--- config.mk ---
export PLATFORM = sky130hd
export DESIGN_NAME = multicycle_ctrl
export DESIGN_NICKNAME = d
export VERILOG_FILES = /design/src/rtl/mips_ctrl_pkg.sv /design/src/rtl/alu_decoder.sv /design/src/rtl/multicycle_ctrl.sv
export SDC_FILE = /design/constraint.sdc
export NUM_CORES = 1
export LEC_CHECK = 0
export ABC_CLOCK_PERIOD_IN_PS = 1300
export CORE_MARGIN = 5
export CORE_UTILIZATION = 39
export DETAILED_ROUTE_END_ITERATION = 8
export GPL_ROUTABILITY_DRIVEN = 1
export GPL_TIMING_DRIVEN = 0
export PLACE_DENSITY_LB_ADDON = 0.1
export SLEW_MARGIN = 10
export SYNTH_ARGS = -nofsm -noshare
export SYNTH_HDL_FRONTEND = slang
export SYNTH_SLANG_ARGS = --single-unit
export TNS_END_PERCENT = 30
--- constraint.sdc ---
create_clock -name CLK -period 1.3 [get_ports CLK]
set_input_delay 0.195 -clock CLK [delete_from_list [all_inputs] [get_ports CLK]]
set_output_delay 0.195 -clock CLK [all_outputs]
set_load 0.03 [all_outputs]
--- src/rtl/mips_ctrl_pkg.sv ---
// Shared encodings for the multi-cycle MIPS control path: opcodes, functs,
// FSM states and the ALU / PC / register-destination select codes.
package mips_ctrl_pkg;

  localparam logic [5:0] OP_RTYPE = 6'b000000,
                         OP_J     = 6'b000010,
                         OP_JAL   = 6'b000011,
                         OP_BEQ   = 6'b000100,
                         OP_BNE   = 6'b000101,
                         OP_ADDIU = 6'b001001,
                         OP_SLTI  = 6'b001010,
                         OP_ANDI  = 6'b001100,
                         OP_ORI   = 6'b001101,
                         OP_XORI  = 6'b001110,
                         OP_LW    = 6'b100011,
                         OP_SW    = 6'b101011,
                         OP_HALT  = 6'b111111;

  localparam logic [5:0] F_SLL = 6'b000000,
                         F_JR  = 6'b001000,
                         F_ADD = 6'b100000,
                         F_SUB = 6'b100010,
                         F_AND = 6'b100100,
                         F_OR  = 6'b100101,
                         F_XOR = 6'b100110,
                         F_SLT = 6'b101010;

  localparam logic [2:0] ALU_ADD = 3'b000,
                         ALU_SUB = 3'b001,
                         ALU_SLL = 3'b010,
                         ALU_OR  = 3'b011,
                         ALU_AND = 3'b100,
                         ALU_SLT = 3'b101,
                         ALU_XOR = 3'b110;

  localparam logic [1:0] PCSRC_SEQ    = 2'b00,
                         PCSRC_BRANCH = 2'b01,
                         PCSRC_REG    = 2'b10,
                         PCSRC_JUMP   = 2'b11;

  localparam logic [1:0] REGDST_RA = 2'b00,
                         REGDST_RT = 2'b01,
                         REGDST_RD = 2'b10;

  typedef enum logic [2:0] {
    S_IF     = 3'b000,
    S_ID     = 3'b001,
    S_EXE_LS = 3'b010,
    S_MEM    = 3'b011,
    S_WB_LD  = 3'b100,
    S_EXE_BR = 3'b101,
    S_EXE_AL = 3'b110,
    S_WB_AL  = 3'b111
  } state_t;

  function automatic logic is_i_alu(input logic [5:0] op);
    return op inside {OP_ADDIU, OP_SLTI, OP_ANDI, OP_ORI, OP_XORI};
  endfunction

  // R-type functs that produce a register result (jr and unknown functs excluded).
  function automatic logic is_r_alu(input logic [5:0] funct);
    return funct inside {F_SLL, F_ADD, F_SUB, F_AND, F_OR, F_XOR, F_SLT};
  endfunction

endpackage

--- src/rtl/alu_decoder.sv ---
// Maps (op, funct) to the ALU operation code; shared by the single-cycle and
// multi-cycle control units, so it carries no state.
module alu_decoder
  import mips_ctrl_pkg::*;
(
  input  logic [5:0] op,
  input  logic [5:0] funct,
  output logic [2:0] alu_op
);

  // NOTE: every combinational output gets a default before the case so no
  // path leaves it unassigned, which would otherwise infer a latch.
  always_comb begin
    alu_op = ALU_ADD;
    case (op)
      OP_RTYPE: begin
        case (funct)
          F_SUB:   alu_op = ALU_SUB;
          F_SLL:   alu_op = ALU_SLL;
          F_OR:    alu_op = ALU_OR;
          F_AND:   alu_op = ALU_AND;
          F_SLT:   alu_op = ALU_SLT;
          F_XOR:   alu_op = ALU_XOR;
          default: alu_op = ALU_ADD;
        endcase
      end
      OP_BEQ, OP_BNE: alu_op = ALU_SUB;
      OP_ANDI:        alu_op = ALU_AND;
      OP_ORI:         alu_op = ALU_OR;
      OP_XORI:        alu_op = ALU_XOR;
      OP_SLTI:        alu_op = ALU_SLT;
      default:        alu_op = ALU_ADD;
    endcase
  end

endmodule

--- src/rtl/multicycle_ctrl.sv ---
// Main control FSM of the multi-cycle MIPS core: a state register plus
// combinational decode of every datapath enable and select.
module multicycle_ctrl
  import mips_ctrl_pkg::*;
(
  input  logic       CLK,
  input  logic       RST_n,
  input  logic [5:0] op,
  input  logic [5:0] funct,
  input  logic       zero,
  output logic       PCWre,
  output logic       IRWre,
  output logic       ExtSel,
  output logic       ALUSrcA,
  output logic       ALUSrcB,
  output logic [2:0] ALUOp,
  output logic       RegWre,
  output logic [1:0] RegDst,
  output logic       WrRegDSrc,
  output logic       DBDataSrc,
  output logic       mRD,
  output logic       mWR,
  output logic [1:0] PCSrc,
  output logic [2:0] state,
  output logic       halted
);

  state_t     cur_state, next_state;
  logic       halt_q;
  logic [2:0] dec_alu_op;

  logic is_rtype, is_jr, is_sll, is_jump, is_br, is_ls, is_ialu, is_halt;
  logic zero_ext, op_known, halt_now, br_taken;

  alu_decoder u_alu_decoder (
    .op     (op),
    .funct  (funct),
    .alu_op (dec_alu_op)
  );

  assign is_rtype = (op == OP_RTYPE);
  assign is_jr    = is_rtype && (funct == F_JR);
  assign is_sll   = is_rtype && (funct == F_SLL);
  assign is_jump  = (op == OP_J) || (op == OP_JAL);
  assign is_br    = (op == OP_BEQ) || (op == OP_BNE);
  assign is_ls    = (op == OP_LW) || (op == OP_SW);
  assign is_ialu  = is_i_alu(op);
  assign is_halt  = (op == OP_HALT);
  assign zero_ext = op inside {OP_ANDI, OP_ORI, OP_XORI};
  assign op_known = is_rtype || is_ialu || is_ls || is_br || is_jump || is_halt;
  assign br_taken = ((op == OP_BEQ) && zero) || ((op == OP_BNE) && !zero);

  // Halt is sticky: once seen in ID the FSM parks there until reset, whatever IR holds.
  assign halt_now = halt_q || ((cur_state == S_ID) && is_halt);
  assign halted   = halt_now;
  assign state    = cur_state;

  // NOTE: state registers use non-blocking assignments so every flop samples
  // its inputs from before the edge, independent of statement order.
  always_ff @(posedge CLK or negedge RST_n) begin
    if (!RST_n) begin
      cur_state <= S_IF;
      halt_q    <= 1'b0;
    end else begin
      cur_state <= next_state;
      if ((cur_state == S_ID) && is_halt) halt_q <= 1'b1;
    end
  end

  always_comb begin
    next_state = S_IF;
    unique case (cur_state)
      S_IF: next_state = S_ID;
      S_ID: begin
        if (halt_now)                   next_state = S_ID;
        else if (is_jump || is_jr)      next_state = S_IF;
        else if (is_br)                 next_state = S_EXE_BR;
        else if (is_ls)                 next_state = S_EXE_LS;
        else if (is_rtype || is_ialu)   next_state = S_EXE_AL;
        else                            next_state = S_IF;
      end
      S_EXE_LS: next_state = S_MEM;
      S_MEM:    next_state = (op == OP_SW) ? S_IF : S_WB_LD;
      S_WB_LD:  next_state = S_IF;
      S_EXE_BR: next_state = S_IF;
      S_EXE_AL: next_state = S_WB_AL;
      S_WB_AL:  next_state = S_IF;
      default:  next_state = S_IF;
    endcase
  end

  always_comb begin
    PCWre     = 1'b0;
    IRWre     = 1'b0;
    ExtSel    = 1'b0;
    ALUSrcA   = 1'b0;
    ALUSrcB   = 1'b0;
    ALUOp     = ALU_ADD;
    RegWre    = 1'b0;
    RegDst    = REGDST_RA;
    WrRegDSrc = 1'b0;
    DBDataSrc = 1'b0;
    mRD       = 1'b0;
    mWR       = 1'b0;
    PCSrc     = PCSRC_SEQ;

    // IF decode is independent of op, since IR holds the previous instruction there.
    if (cur_state != S_IF) begin
      ExtSel  = !zero_ext;
      ALUSrcA = is_sll;
      ALUSrcB = is_ialu || is_ls;
      ALUOp   = dec_alu_op;
    end

    unique case (cur_state)
      S_IF: IRWre = 1'b1;
      S_ID: begin
        if (!halt_now) begin
          if (is_jump) begin
            PCWre = 1'b1;
            PCSrc = PCSRC_JUMP;
            if (op == OP_JAL) begin
              RegWre    = 1'b1;
              RegDst    = REGDST_RA;
              WrRegDSrc = 1'b0;
            end
          end else if (is_jr) begin
            PCWre = 1'b1;
            PCSrc = PCSRC_REG;
          end else if (!op_known) begin
            PCWre = 1'b1;
            PCSrc = PCSRC_SEQ;
          end
        end
      end
      S_EXE_BR: begin
        PCWre = 1'b1;
        PCSrc = br_taken ? PCSRC_BRANCH : PCSRC_SEQ;
      end
      S_MEM: begin
        mRD   = (op == OP_LW);
        mWR   = (op == OP_SW);
        PCWre = (op == OP_SW);
      end
      S_WB_LD: begin
        PCWre     = 1'b1;
        RegWre    = 1'b1;
        RegDst    = REGDST_RT;
        WrRegDSrc = 1'b1;
        DBDataSrc = 1'b1;
      end
      S_WB_AL: begin
        PCWre     = 1'b1;
        RegWre    = (is_rtype && is_r_alu(funct)) || is_ialu;
        RegDst    = is_rtype ? REGDST_RD : REGDST_RT;
        WrRegDSrc = 1'b1;
        DBDataSrc = 1'b0;
      end
      default: ;
    endcase
  end

endmodule
# Yosys cells after proc, flatten, opt, wreduce, memory -nomap -nowiden
# Cells that the tools add are included.
# op_classes
n_eq_ne	26
n_mux	34
reduce_logical	31
# op_table
operator	count
6-bit == test (second input constant)	9
3-bit case mux with 6 select lines	3
6-bit by 4-bit == test with 1-bit output (second input constant)	6
3-bit 2-to-1 mux	7
1-bit 2-to-1 mux	16
1-bit logical OR	13
3-bit == test (second input constant)	4
6-bit by 2-bit == test with 1-bit output (second input constant)	2
6-bit by 3-bit == test with 1-bit output (second input constant)	2
6-bit zero test	2
2-bit 2-to-1 mux	4
2-bit case mux with 2 select lines	2
7-bit nonzero test	1
3-bit by 2-bit == test with 1-bit output (second input constant)	2
1-bit logical AND	6
1-bit case mux with 3 select lines	2
3-bit nonzero test	2
5-bit nonzero test	1
2-bit OR reduction	2
3-bit by 1-bit == test with 1-bit output (second input constant)	1
3-bit zero test	1
3-bit OR reduction	1
1-bit zero test	2
# totals
register_bits	4
in_bits	15
out_inout_bits	21

# Logic depth before layout (Yosys ltp)
# logic_depth
ltp_word	12
mapped_depth	7
depth_no_buf	5

# Modules after synthesis
# From an unflattened synthesis, not the netlist that was laid out.
# hier_totals
cells_unflattened	113
hier_area_um2	877.1
# modules_own_cells
module	n_inst	cells_each	area_each_um2
multicycle_ctrl	1	91	695.7
alu_decoder	1	22	181.4

# Least setup slack after synthesis
# OpenSTA, ideal clock, no wires.
# synth_path
path_type	register to output
from	register cur_state[2], in the netlist state[2]
to	output port PCSrc[0]
arrival_ps	2195
t_required_ps	1105
setup_slack_ps	-1090
path_stages_with_launch	5
cell_sequence	dfrtp_1 > buf_4 > nor4b_4 > o21ai_2 > o41ai_1
# synth_via
elab_chain_len	5
# synth_lines
item	line	source
start: declaration	multicycle_ctrl.sv:28	state_t cur_state, next_state;
start signal: assignment	multicycle_ctrl.sv:65	cur_state <= next_state;
3-bit by 1-bit == test with 1-bit output	multicycle_ctrl.sv:54, multicycle_ctrl.sv:115	
1-bit logical AND	multicycle_ctrl.sv:54	assign halt_now = halt_q || ((cur_state == S_ID) && is_halt);
1-bit logical OR	multicycle_ctrl.sv:54	
2-bit 2-to-1 mux	multicycle_ctrl.sv:118	if (!halt_now) begin
2-bit case mux with 2 select lines *	multicycle_ctrl.sv:115	unique case (cur_state)
end: declaration	multicycle_ctrl.sv:23	output logic [1:0] PCSrc,
# Every way passes the cells marked *; elsewhere a longest branch is shown, timed or not.

# Worst setup path in the final report
# layout_path
from	register cur_state[1], in the netlist state[1]
to	output port ALUOp[2]
# layout_via
elab_chain_len	2
# layout_lines
item	line	source
3-bit nonzero test	multicycle_ctrl.sv:108	if (cur_state != S_IF) begin
3-bit 2-to-1 mux	multicycle_ctrl.sv:108	
end: declaration	multicycle_ctrl.sv:16	output logic [2:0] ALUOp,
# No other way between the ends.

==> flow_summary_export.csv <==
group,metric,value,unit
worst_setup_path,cp-end-kind,"output port",
worst_setup_path,worst_r2r_endpoint,"state[1]",
die,die_height,57.7,µm
die,core,2190,µm²
power_and_ir_drop,power.density,1290,nW/µm²
sta,grt_setup_unrepaired,"yes",
worst_setup_path,rr_worst_depth,4,
synth,synth_top_family_by_area,"simple AND/OR/NAND/NOR gates",
clocking,insertion_delay,0.25,ns
cells_and_area,antenna_cells,0,
sta,period_share,1.52,
sta,tightestPinTransition,0.414,ns
synth,seq_area_frac_synth,0.113,
synth,synth_area_leaders,"dfrtp_1 (11%), nor2_1 (5.9%), nand2_1 (5.5%)",
worst_setup_path,startpoint_type,"register",
sta,fmax,507,MHz
global_routing,antenna_found_initial,0,
placement,gp_congestion,0.873,
synth,synth_compound_gate_area_share,0.270,
synth,synthCells,123,
die,initial_core_util,0.405,
worst_setup_path,cpPeakStageDelay,0.36,ns
synth,yosys_warnings,0,
power_and_ir_drop,power.total,2.08,mW
placement,port_buffers,31,
sta,hold_viol,0,
sta,tns,-8.68,ns
route,vias,1135,
synth,synthAdderAreaFrac,0,
worst_setup_path,worstPathRequired,1.11,ns
synth,syn_avg_cell_area,7.22,µm²
synth,syn_area,888,µm²
die,die_x,57.7,µm
die,die_area,3330,µm²
placement,hpwl,2.07,mm
sta,setup_ws,-0.672,ns
worst_setup_path,cp_max_fo,7,
global_routing,overflow,0,
route,drt-total-wl,3.01,mm
synth,synth_flop_cell,"dfrtp_1",
sta,relSlewSlack,0.723,
clocking,clock-sinks,4,
clocking,root_buffer,"clkbuf_4",
worst_setup_path,worstPathArrival,1.78,ns
clocking,clk_pin_slew,0.05,ns
cells_and_area,syn2layout_area_growth,81.3,%
synth,synth_xor_area_frac,0.0197,
min_path,hold_class,"in2async",
route,ant_nets,0,
worst_setup_path,critical_path_class,"reg2out",
clocking,numCtsBuffers,3,
clocking,cts_tree,"yes",
clocking,cts_hold_buf,0,
power_and_ir_drop,ir_drop,1320,µV
outcome,run_status,"finished, violations left",
synth,synth-edff-count,0,
run,cap_violations,0,
cells_and_area,fin_util,0.735,
route,firstDrtPassIters,4,
worst_setup_path,rrSetupSlack,-0.09,ns
outcome,violations,"setup timing",
die,rows,17,
sta,setup_viol,20,
power_and_ir_drop,p_leak,0.637,nW
worst_setup_path,timing.rr.start,"state[1]",
placement,place_inst,182,
route,drcViolationCount,0,
sta,hold-worst-slack,0.147,ns
route,wl_per_cell,14.8,µm
worst_setup_path,slowest_stage,"dfrtp_2",
sta,slew_violations,0,
global_routing,grt_pass1_wl,4.97,mm
global_routing,grt_max_degree,11,
worst_setup_path,crit_top_cell,"buf_6",
sta,layout_min_cycle_time,1.97,ns
synth,synth_nets,138,
die,ios,36,
synth,synth_area_leader_cell,"dfrtp_1",
cells_and_area,layout.cells.non_filler,204,
global_routing,grt_use_total,0.185,
synth,ys_ff_latch,4,
synth,yosys.area_share.simple,0.477,
synth,muxShareOfSynthArea,0.0113,
worst_setup_path,cp_cell_sequence,"buf_6, buf_6, nor3_4, a211o_1, a2111oi_4, buf_4",
clocking,htree_levels,1,
route,initialDrtViolationCount,19,
cells_and_area,drive_gt1_frac,0.557,
synth,yosysUniqueCellTypes,54,
global_routing,grt_pass1_vias,1115,
clocking,cts.path.max_buffers,2,
sta,clock_skew,0.0129,ns
cells_and_area,nNetsFinal,192,
route,viasPerCell,5.56,
synth,yosysTopAreaCellShare,0.113,
synth,synthArstFlopShare,1.00,
==> timing repair <==
item | CTS | global route
pin swaps | 8 | 6
setup buffers | 10 | 8
setup endpoints to repair | 24 | 22
gates resized for setup | 143 | 16
==> worst max-delay path: cells and delay by family, from the launching register on <==
family | cells | cell delay, ns
flops | 1 | 0.36
simple gates | 1 | 0.05
buf+inv | 3 | 0.45
compound gates | 2 | 0.66
==> placed cells by master (no fill, tap or decap), types with 2 or more instances in the layout <==
cell and count:
nor3_2 2, dfrtp_2 3, clkdlybuf4s15_2 6, a21oi_1 3, a31o_2 2, nor4_4 2
dlygate4sd2_1 4, nor2_1 12, nand2_1 10, nand4b_1 2, buf_6 17, o22ai_1 2
buf_4 26, o21ai_0 3, buf_2 2, nor3_1 5, nand2_2 2, clkbuf_1 2
nor3_4 2, nor2b_1 2, clkdlybuf4s50_1 3, a21oi_2 2, nand3_1 6, clkbuf_4 3
o21ai_2 3, nor4b_4 3, nand2b_1 5, inv_1 2
==> cells by family (layout without fill, tap and decap cells) <==
family | Yosys count | after routing
AND/OR/NAND/NOR | 70 | 70
AO/OA/AOI/OAI | 31 | 31
buffers and inverters | 15 | 68
flip-flops | 4 | 4
XOR/XNOR | 2 | 2
multiplexers | 1 | 1
==> per-stage QoR <==
step	setup slack [ns]	instance area, µm²
2_1_floorplan	-0.407	982
3_3_place_gp	-1.37	1330
3_5_place_dp	-1.38	1330
4_1_cts	-0.619	1520
5_1_grt	-0.744	1610
6_report	-0.672	1610
==> how the worst max path moves through the flow <==
| stage | from | to |
|---|---|---|
| 6_report | state[1] | ALUOp[2] |
| 5_1_grt | state[1] | ALUOp[2] |
| 4_1_cts | state[1] | RegWre |
| 3_5_place_dp | op[5] | ALUOp[2] |
| 3_3_place_gp | op[5] | ALUOp[2] |
| 2_1_floorplan | state[1] | ALUOp[2] |
==> where the power goes <==
part	switching, mW	leakage, nW	internal [mW]
logic	0.889	0.575	0.747
registers	0.0825	0.0476	0.178
clock network	0.0640	0.0150	0.116
total	1.04	0.637	1.04
==> registers in the layout, summed over array words and instances, names as in the netlist <==
signal  count
halt_q      1
state       3
==> cells in the mapped netlist, types with 2 or more instances <==
master,number
a31o_2,2
o21ai_0,3
nor4_1,2
dfrtp_1,4
nor2b_1,2
nand2_1,13
o22ai_1,3
inv_1,2
buf_6,3
a21oi_1,5
buf_2,5
o21ai_2,3
nor3_1,8
buf_4,3
nor2_1,14
nand4b_1,2
nand2b_1,5
nor4b_4,2
nand3_1,7
==> per-layer routing <==
layer	wire length, µm	track usage	vias up
met5	0	0	-
li1	-	-	562
met2	1430	0.297	49
met1	1280	0.237	518
met3	249	0.0401	6
met4	49	0.0828	0
==> final cells by class <==
cell class,instances,area (µm²)
Inverter,3,11.3
Fill cell,169,581
Tap cell,28,35.0
Clock buffer,4,26.3
Multi-Input combinational cell,104,881
Timing Repair Buffer,49,442
Sequential cell,4,104
Buffer,12,111
No activity file was read; power rests on OpenSTA's default activity.
